[config.mk]
export PLATFORM = sky130hd
export DESIGN_NAME = sha256_msg_schedule_flat
export DESIGN_NICKNAME = d
export VERILOG_FILES = /design/src/rtl/sha256_msg_schedule_if.sv /design/src/rtl/sha256_msg_schedule.sv /design/src/flat_wrapper.sv
export SDC_FILE = /design/constraint.sdc
export NUM_CORES = 1
export LEC_CHECK = 0
export ABC_AREA = 1
export BUFFER_PORTS_ARGS = -buffer_cell sky130_fd_sc_hd__buf_2
export CORE_ASPECT_RATIO = 0.7
export CORE_MARGIN = 3
export CORE_UTILIZATION = 56
export DETAILED_ROUTE_END_ITERATION = 10
export PLACE_DENSITY = 0.78
export SYNTH_ARGS = -nofsm -noshare
export SYNTH_HDL_FRONTEND = slang
export SYNTH_SLANG_ARGS = --single-unit
export TNS_END_PERCENT = 50
[constraint.sdc]
create_clock -name i_clk -period 2.99 [get_ports i_clk]
set_input_delay 0.897 -clock i_clk [delete_from_list [all_inputs] [get_ports i_clk]]
set_output_delay 0.897 -clock i_clk [all_outputs]
set_load 0.02 [all_outputs]
[src/rtl/sha256_msg_schedule_if.sv]
// rtl/sha256_msg_schedule_if.sv - load and schedule-word stream bundle for the SHA-256 message schedule
interface sha256_msg_schedule_if #(
    parameter int WORD_W = 32
);
    logic              i_load_valid;
    logic              o_load_ready;
    logic [WORD_W-1:0] i_load_word;
    logic              o_w_valid;
    logic              i_w_ready;
    logic [WORD_W-1:0] o_w;
    logic [5:0]        o_w_idx;
    logic              o_done;

    modport slave (
        input  i_load_valid, i_load_word, i_w_ready,
        output o_load_ready, o_w_valid, o_w, o_w_idx, o_done
    );

    modport master (
        output i_load_valid, i_load_word, i_w_ready,
        input  o_load_ready, o_w_valid, o_w, o_w_idx, o_done
    );
endinterface

[src/rtl/sha256_msg_schedule.sv]
// rtl/sha256_msg_schedule.sv - SHA-256 message schedule: 16 words in, W[0..63] out
module sha256_msg_schedule #(
    parameter int ROUNDS = 64,
    parameter int WORD_W = 32
) (
    input  logic                   i_clk,
    input  logic                   i_rst,
    sha256_msg_schedule_if.slave   bus
);
    typedef enum logic {ST_LOAD, ST_STREAM} state_t;

    localparam logic [5:0] LAST_LOAD = 6'd15;
    localparam logic [5:0] LAST_IDX  = 6'(ROUNDS - 1);

    state_t            state_q, state_d;
    logic [WORD_W-1:0] win_q [16];
    logic [WORD_W-1:0] win_d [16];
    logic [5:0]        cnt_q, cnt_d;
    logic              done_q, done_d;
    logic [WORD_W-1:0] nxt;
    logic              load_hs, w_hs;

    function automatic logic [WORD_W-1:0] rotr(input logic [WORD_W-1:0] x, input int n);
        return (x >> n) | (x << (WORD_W - n));
    endfunction

    function automatic logic [WORD_W-1:0] sig0(input logic [WORD_W-1:0] x);
        return rotr(x, 7) ^ rotr(x, 18) ^ (x >> 3);
    endfunction

    function automatic logic [WORD_W-1:0] sig1(input logic [WORD_W-1:0] x);
        return rotr(x, 17) ^ rotr(x, 19) ^ (x >> 10);
    endfunction

    // Window slot 0 holds W[t], so slots 1/9/14 are W[t+1], W[t+9], W[t+14].
    assign nxt     = sig1(win_q[14]) + win_q[9] + sig0(win_q[1]) + win_q[0];
    assign load_hs = (state_q == ST_LOAD)   && bus.i_load_valid;
    assign w_hs    = (state_q == ST_STREAM) && bus.i_w_ready;

    always_comb begin
        state_d = state_q;
        cnt_d   = cnt_q;
        done_d  = 1'b0;
        for (int i = 0; i < 16; i++) begin
            win_d[i] = win_q[i];
        end

        if (load_hs || w_hs) begin
            for (int i = 0; i < 15; i++) begin
                win_d[i] = win_q[i + 1];
            end
            win_d[15] = load_hs ? bus.i_load_word : nxt;
        end

        case (state_q)
            ST_LOAD: begin
                if (load_hs) begin
                    if (cnt_q == LAST_LOAD) begin
                        cnt_d   = '0;
                        state_d = ST_STREAM;
                    end else begin
                        cnt_d = cnt_q + 6'd1;
                    end
                end
            end
            ST_STREAM: begin
                if (w_hs) begin
                    if (cnt_q == LAST_IDX) begin
                        cnt_d   = '0;
                        state_d = ST_LOAD;
                        done_d  = 1'b1;
                    end else begin
                        cnt_d = cnt_q + 6'd1;
                    end
                end
            end
            default: state_d = ST_LOAD;
        endcase
    end

    always_ff @(posedge i_clk) begin
        if (i_rst) begin
            state_q <= ST_LOAD;
            cnt_q   <= '0;
            done_q  <= 1'b0;
            for (int i = 0; i < 16; i++) begin
                win_q[i] <= '0;
            end
        end else begin
            state_q <= state_d;
            cnt_q   <= cnt_d;
            done_q  <= done_d;
            for (int i = 0; i < 16; i++) begin
                win_q[i] <= win_d[i];
            end
        end
    end

    assign bus.o_load_ready = (state_q == ST_LOAD);
    assign bus.o_w_valid    = (state_q == ST_STREAM);
    assign bus.o_w          = win_q[0];
    assign bus.o_w_idx      = cnt_q;
    assign bus.o_done       = done_q;
endmodule

[src/flat_wrapper.sv]
// flat-port wrapper written by rule: the top's interface ports become plain ports
module sha256_msg_schedule_flat 
#(
    parameter int ROUNDS = 64,
    parameter int WORD_W = 32
)
  (i_clk, i_rst, bus_i_load_valid, bus_i_load_word, bus_i_w_ready, bus_o_load_ready, bus_o_w_valid, bus_o_w, bus_o_w_idx, bus_o_done);
  sha256_msg_schedule_if #(.WORD_W(WORD_W)) bus_i ();
  input  logic i_clk;
  input  logic i_rst;
  input wire logic [$bits(bus_i.i_load_valid)-1:0] bus_i_load_valid;
  input wire logic [$bits(bus_i.i_load_word)-1:0] bus_i_load_word;
  input wire logic [$bits(bus_i.i_w_ready)-1:0] bus_i_w_ready;
  output wire logic [$bits(bus_i.o_load_ready)-1:0] bus_o_load_ready;
  output wire logic [$bits(bus_i.o_w_valid)-1:0] bus_o_w_valid;
  output wire logic [$bits(bus_i.o_w)-1:0] bus_o_w;
  output wire logic [$bits(bus_i.o_w_idx)-1:0] bus_o_w_idx;
  output wire logic [$bits(bus_i.o_done)-1:0] bus_o_done;
  assign bus_i.i_load_valid = bus_i_load_valid;
  assign bus_i.i_load_word = bus_i_load_word;
  assign bus_i.i_w_ready = bus_i_w_ready;
  assign bus_o_load_ready = bus_i.o_load_ready;
  assign bus_o_w_valid = bus_i.o_w_valid;
  assign bus_o_w = bus_i.o_w;
  assign bus_o_w_idx = bus_i.o_w_idx;
  assign bus_o_done = bus_i.o_done;
  sha256_msg_schedule #(.ROUNDS(ROUNDS), .WORD_W(WORD_W)) u_core (.i_clk(i_clk), .i_rst(i_rst), .bus(bus_i));
endmodule
Word level (Yosys, flattened, before mapping)

Memories as Yosys holds them, arrays and structs flattened.
Index checks and enable logic that the tools add are counted.

Register bits: 8
Bits in latches: 0
RAM bits: 512
ROM bits: 0
Output and inout port bits: 41
Logic and storage cells: 75
Memories kept: 1

$add $sub $neg: 4
Multiply operators: 0
Divide/modulo/power cells: 0
Magnitude comparators: 0
Equal/unequal tests: 4
Shifts and indexed selects: 0
Muxes and demuxes: 32
Bitwise operators: 26
Reduce and logical (&&, ||, !) cells: 5

Memories:

| memory       | depth | bits a word | read ports | clocked after memory_dff | wr ports | line                      | source |
|---|---|---|---|---|---|---|---|
| u_core.win_q | 16    | 32          | 16         | 0                        | 16       | sha256_msg_schedule.sv:16 | `logic [WORD_W-1:0] win_q [16];` |

Operators with widths:

| operator              | number |
|---|---|
| $mux W32              | 17 |
| $mux W512             | 1 |
| $add A32 B32 Y32      | 3 |
| $xor A32 B32 Y32      | 2 |
| $or A13 B32 Y32       | 1 |
| $or A14 B32 Y32       | 1 |
| $or A15 B32 Y32       | 1 |
| $or A25 B32 Y32       | 1 |
| $xor A32 B22 Y32      | 1 |
| $xor A32 B29 Y32      | 1 |
| $mux W6               | 4 |
| $or A1 B1 Y1          | 16 |
| $pmux W6 S2           | 1 |
| $mux W1               | 8 |
| $add A6 B1 Y6 const B | 1 |
| $eq A6 B4 Y1 const B  | 1 |
| $eq A6 B6 Y1 const B  | 1 |
| $reduce_or A3 Y1      | 1 |
| $logic_and A1 B1 Y1   | 2 |
| $ne A2 B1 Y1 const B  | 1 |
| $ne A2 B2 Y1 const B  | 1 |
| $not A1 Y1            | 2 |
| $pmux W1 S2           | 1 |
| $reduce_and A2 Y1     | 1 |
| $logic_or A1 B1 Y1    | 1 |

Logic depth before layout (Yosys ltp)

Word-level depth: 9
Depth in mapped cells: 20
Mapped depth without buffers: 20

Worst setup path after synthesis

Ideal clock, no wire load.

Path type: reg-to-reg
Start: memory u_core.win_q[1][29] (netlist: u_core.win_q[0][61])
End: memory u_core.win_q[15][14] (netlist: u_core.win_q[3][110])
Arrival: 3.138 ns
Required time: 2.871 ns
Setup slack: -0.267 ns
Stages on the path, launching flop included: 19
Cell sequence: dfxtp_1 > clkbuf_1 > xnor2_1 > xor2_1 > inv_1 > fa_1 > inv_1 > fa_1 > inv_1 > ha_1 > nand2_1 > inv_1 > nand2_1 > inv_1 > a21oi_1 > nand2_1 > or2_2 > nand3_1 > a21oi_1

RTL lines:

| what               | line |
|---|---|
| start: declaration | sha256_msg_schedule.sv:16 |

==> results.sh <==
export IMPL_status="finished with violations"
export IMPL_drv_cap=0
export IMPL_violations="negative setup slack"
export IMPL_comb_power_share_pct=40.9
export IMPL_numCtsBuffers=48
export IMPL_power_total_uw=24800
export IMPL_synthArstFlopShare_pct=0
export IMPL_setup_violations=30
export IMPL_min_to="u_core.win_q[3][15]$_SDFFE_PP0P_"
export IMPL_clk_pin_slew_ns=0.07
export IMPL_synth_warnings=0
export IMPL_clk_insertion_delay_late_ns=0.57
export IMPL_syn_cell_area_um2=23500
export IMPL_hp_start="u_core.win_q[3][47]$_SDFFE_PP0P_"
export IMPL_die_area_um2=44500
export IMPL_syn_area_per_cell_um2=7.45
export IMPL_dr_total_vias=21165
export IMPL_p_int_uw=15800
export IMPL_p_per_area_nw_per_um2=857
export IMPL_first_iter_violations=2204
export IMPL_crit_fanout=4
export IMPL_fin_crit_sh_pct=123
export IMPL_synthCells=3155
export IMPL_grt_ovfl_total=0
export IMPL_maxSlewHeadroom_pct=40.6
export IMPL_hpwl_mm=50.0
export IMPL_fill_cells=3369
export IMPL_nets=3471
export IMPL_place_ws_ns=-1.00
export IMPL_antenna_found_initial=2
export IMPL_ys_dominant_reg_cell="dfxtp_1"
export IMPL_fin_worst_skew_ns=0.0159
export IMPL_final_antenna_net_count=0
export IMPL_ys_ff_latch=520
export IMPL_ctsLongestPathBuffers=3
export IMPL_rr_startpoint="u_core.win_q[0][51]$_SDFFE_PP0P_"
export IMPL_gp_congestion=1.02
export IMPL_critPathLaunchType="flop"
export IMPL_hold_class="reg -> reg"
export IMPL_h_tree_depth=2
export IMPL_drcViolationCount=0
export IMPL_ff2ff_path_depth=21
export IMPL_io_buffers=76
export IMPL_leakage_uw=0.0134
export IMPL_layout_drive_gt1_share_pct=20.0
export IMPL_p_seq_share_pct=31.7
export IMPL_timing_final_ws_setup_ns=-0.691
export IMPL_io_pin_count=77
export IMPL_rsz0062_at_grt="true"
export IMPL_rr_endpoint="u_core.win_q[3][117]$_SDFFE_PP0P_"
export IMPL_syn2layout_area_growth_pct=22.9
export IMPL_max_slew_worst_pin_slew_ns=0.891
export IMPL_fp_dieW_um=251
export IMPL_yosysSeqAreaShare_pct=44.3
export IMPL_hold_path_depth=2
export IMPL_worstPathArrival_ns=4.18
export IMPL_netSwitchingPower_uw=8990
export IMPL_ir_worst_vdd_mv=0.483
export IMPL_critPathRequiredTime_ns=3.49
export IMPL_fin_crit_ns=3.68
export IMPL_grt_max_degree=208
export IMPL_end_kind="flop"
export IMPL_initial_core_util_pct=57.0
export IMPL_synth_edf_count=0
export IMPL_reg2reg_slack_ns=-0.69
export IMPL_tritoncts="yes"
export IMPL_switching_share_pct=36.3
export IMPL_clock_sinks=520
export IMPL_rows=62
export IMPL_critPathKind="reg -> reg"
export IMPL_dr_pass1_iters=5
export IMPL_die_y_um=177
export IMPL_wirelength_mm=70.7
export IMPL_grt_use_total_pct=31.2
export IMPL_antenna_cells=0
export IMPL_stdcell_count=3923
export IMPL_postPlaceCellArea_um2=25900
export IMPL_fin_area_um2=28900
export IMPL_grt_pass1_wl_mm=110
export IMPL_grt_pass1_vias=19932
export IMPL_wl_per_cell_um=18.0
export IMPL_fmax_mhz=272
export IMPL_cts_root_buf="clkbuf_16"
export IMPL_coreArea_um2=41300
export IMPL_synth_nets=3285
export IMPL_synth_cell_type_count=33
export IMPL_slew_viol_final=0
export IMPL_power_frac_clock_pct=27.4
export IMPL_via_per_inst=5.40
export IMPL_hold_violations=0
export IMPL_post_place_cells=3822
## cells by family (layout without fill, tap and decap cells)
| logic type | count (synthesis) | count (layout) | synth area share [%] |
|---|---|---|---|
| simple gates | 1268 | 1268 | 20.8 |
| compound gates | 632 | 632 | 13.6 |
| buf+inv | 511 | 735 | 9.54 |
| xor+xnor | 130 | 130 | 4.84 |
| fa+ha+maj | 94 | 94 | 6.98 |
| flops | 520 | 520 | 44.3 |
## metal layers
metal / global-route usage, % / routed length (um) / part of all wire [%]
met1: 45.6 / 32200 / 46
met4: 6.71 / 1540 / 2.2
met2: 47.5 / 30400 / 43
met3: 7.08 / 6520 / 9.2
met5: 0 / 13 / 0.018
## power groups by stage
stage | logic (uW) | clock network, uW | registers [uW]
floorplan | 4680 | 0 | 7830
global placement | 8100 | 0 | 7960
detailed placement | 8120 | 0 | 7970
CTS | 9410 | 6860 | 7830
global route | 10900 | 7120 | 7890
finish | 10100 | 6780 | 7850
## synthesized netlist by cell type (4+ instances only)
master,count,share of area (%)
nor2_1,949,15
nand2_1,250,4.0
buf_4,49,1.6
fa_1,62,5.3
nand3_1,46,0.98
xor2_1,52,1.9
buf_6,5,0.24
a21oi_1,74,1.6
inv_1,292,4.7
o21ai_0,368,7.8
o21ai_1,173,3.7
a31oi_1,6,0.16
dfxtp_1,520,44
clkbuf_1,82,1.3
buf_2,81,1.7
ha_1,32,1.7
o21bai_1,5,0.16
xnor2_1,78,2.9
nand4_1,4,0.11
nor3_1,7,0.15
## worst max-delay path: stages (launching register included)
cell and delay [ns]:
dfxtp_4 0.38, buf_6 0.13, xnor2_2 0.13, xor2_1 0.19, inv_1 0.09, fa_1 0.53
inv_2 0.04, fa_1 0.45, inv_2 0.09, ha_4 0.14, inv_2 0.04, fa_2 0.36
inv_2 0.09, buf_6 0.10, nand3_4 0.06, nand3_4 0.09, nand3_4 0.08, nand3_4 0.14
nand2_4 0.08, nand3b_1 0.14, nand3_4 0.13, a21oi_2 0.13
## repair_timing
action	in CTS	in global routing
setup endpoints to repair	30	30
buffers inserted	11	6
cloned	0	0
gates resized for setup	208	50
hold buffers	0	0
pin swaps	85	36
## stage by stage
stage	setup TNS, ns	hold WS (ns)	util (%)
final	-15.89	0.470	70.0
after global routing	-20.42	0.490	70.0
after detailed placement	-21.18	0.463	62.8
after CTS	-13.95	0.474	69.4
after global placement	-21.94	0.459	62.8
after floorplan	-0.435	0.449	-
## worst max-delay path by stage
stage / startpoint / to / cells past startpoint
floorplan: u_core.win_q[0][49]$_SDFFE_PP0P_ / u_core.win_q[3][110]$_SDFFE_PP0P_ / 18
global placement: u_core.win_q[0][52]$_SDFFE_PP0P_ / u_core.win_q[3][120]$_SDFFE_PP0P_ / 21
detailed placement: u_core.win_q[0][52]$_SDFFE_PP0P_ / u_core.win_q[3][117]$_SDFFE_PP0P_ / 18
CTS: u_core.win_q[0][51]$_SDFFE_PP0P_ / u_core.win_q[3][117]$_SDFFE_PP0P_ / 21
global route: u_core.win_q[0][55]$_SDFFE_PP0P_ / u_core.win_q[3][119]$_SDFFE_PP0P_ / 19
finish: u_core.win_q[0][51]$_SDFFE_PP0P_ / u_core.win_q[3][117]$_SDFFE_PP0P_ / 21
## sequential cells by signal, summed over array words and instances (netlist names)
register              cells
u_core.bus.o_done         1
u_core.bus.o_w_idx        6
u_core.bus.o_w_valid      1
u_core.win_q            512
## placed cells by master (no fill, tap or decap), drive strengths merged, types with 46 or more instances in the layout
master	synthesis	final
a21oi	74	74
buf	135	353
clkbuf	82	66
dfxtp	520	520
fa	62	62
inv	294	297
nand2	251	251
nand3	46	46
nor2	951	951
o21ai	541	541
xnor2	78	78
xor2	52	52
## layout make-up
class / count / area (um2) / share of cell area (%)
clock buffers: 66 / 1360 / 4.70
clock inverters: 22 / 399 / 1.38
inverters: 294 / 1130 / 3.90
multi-input cells: 2124 / 12100 / 42.0
flip-flops and latches: 520 / 10500 / 36.3
well taps: 544 / 681 / 2.36
repair buffers: 353 / 2710 / 9.38
(Power assumes the default switching activity.)
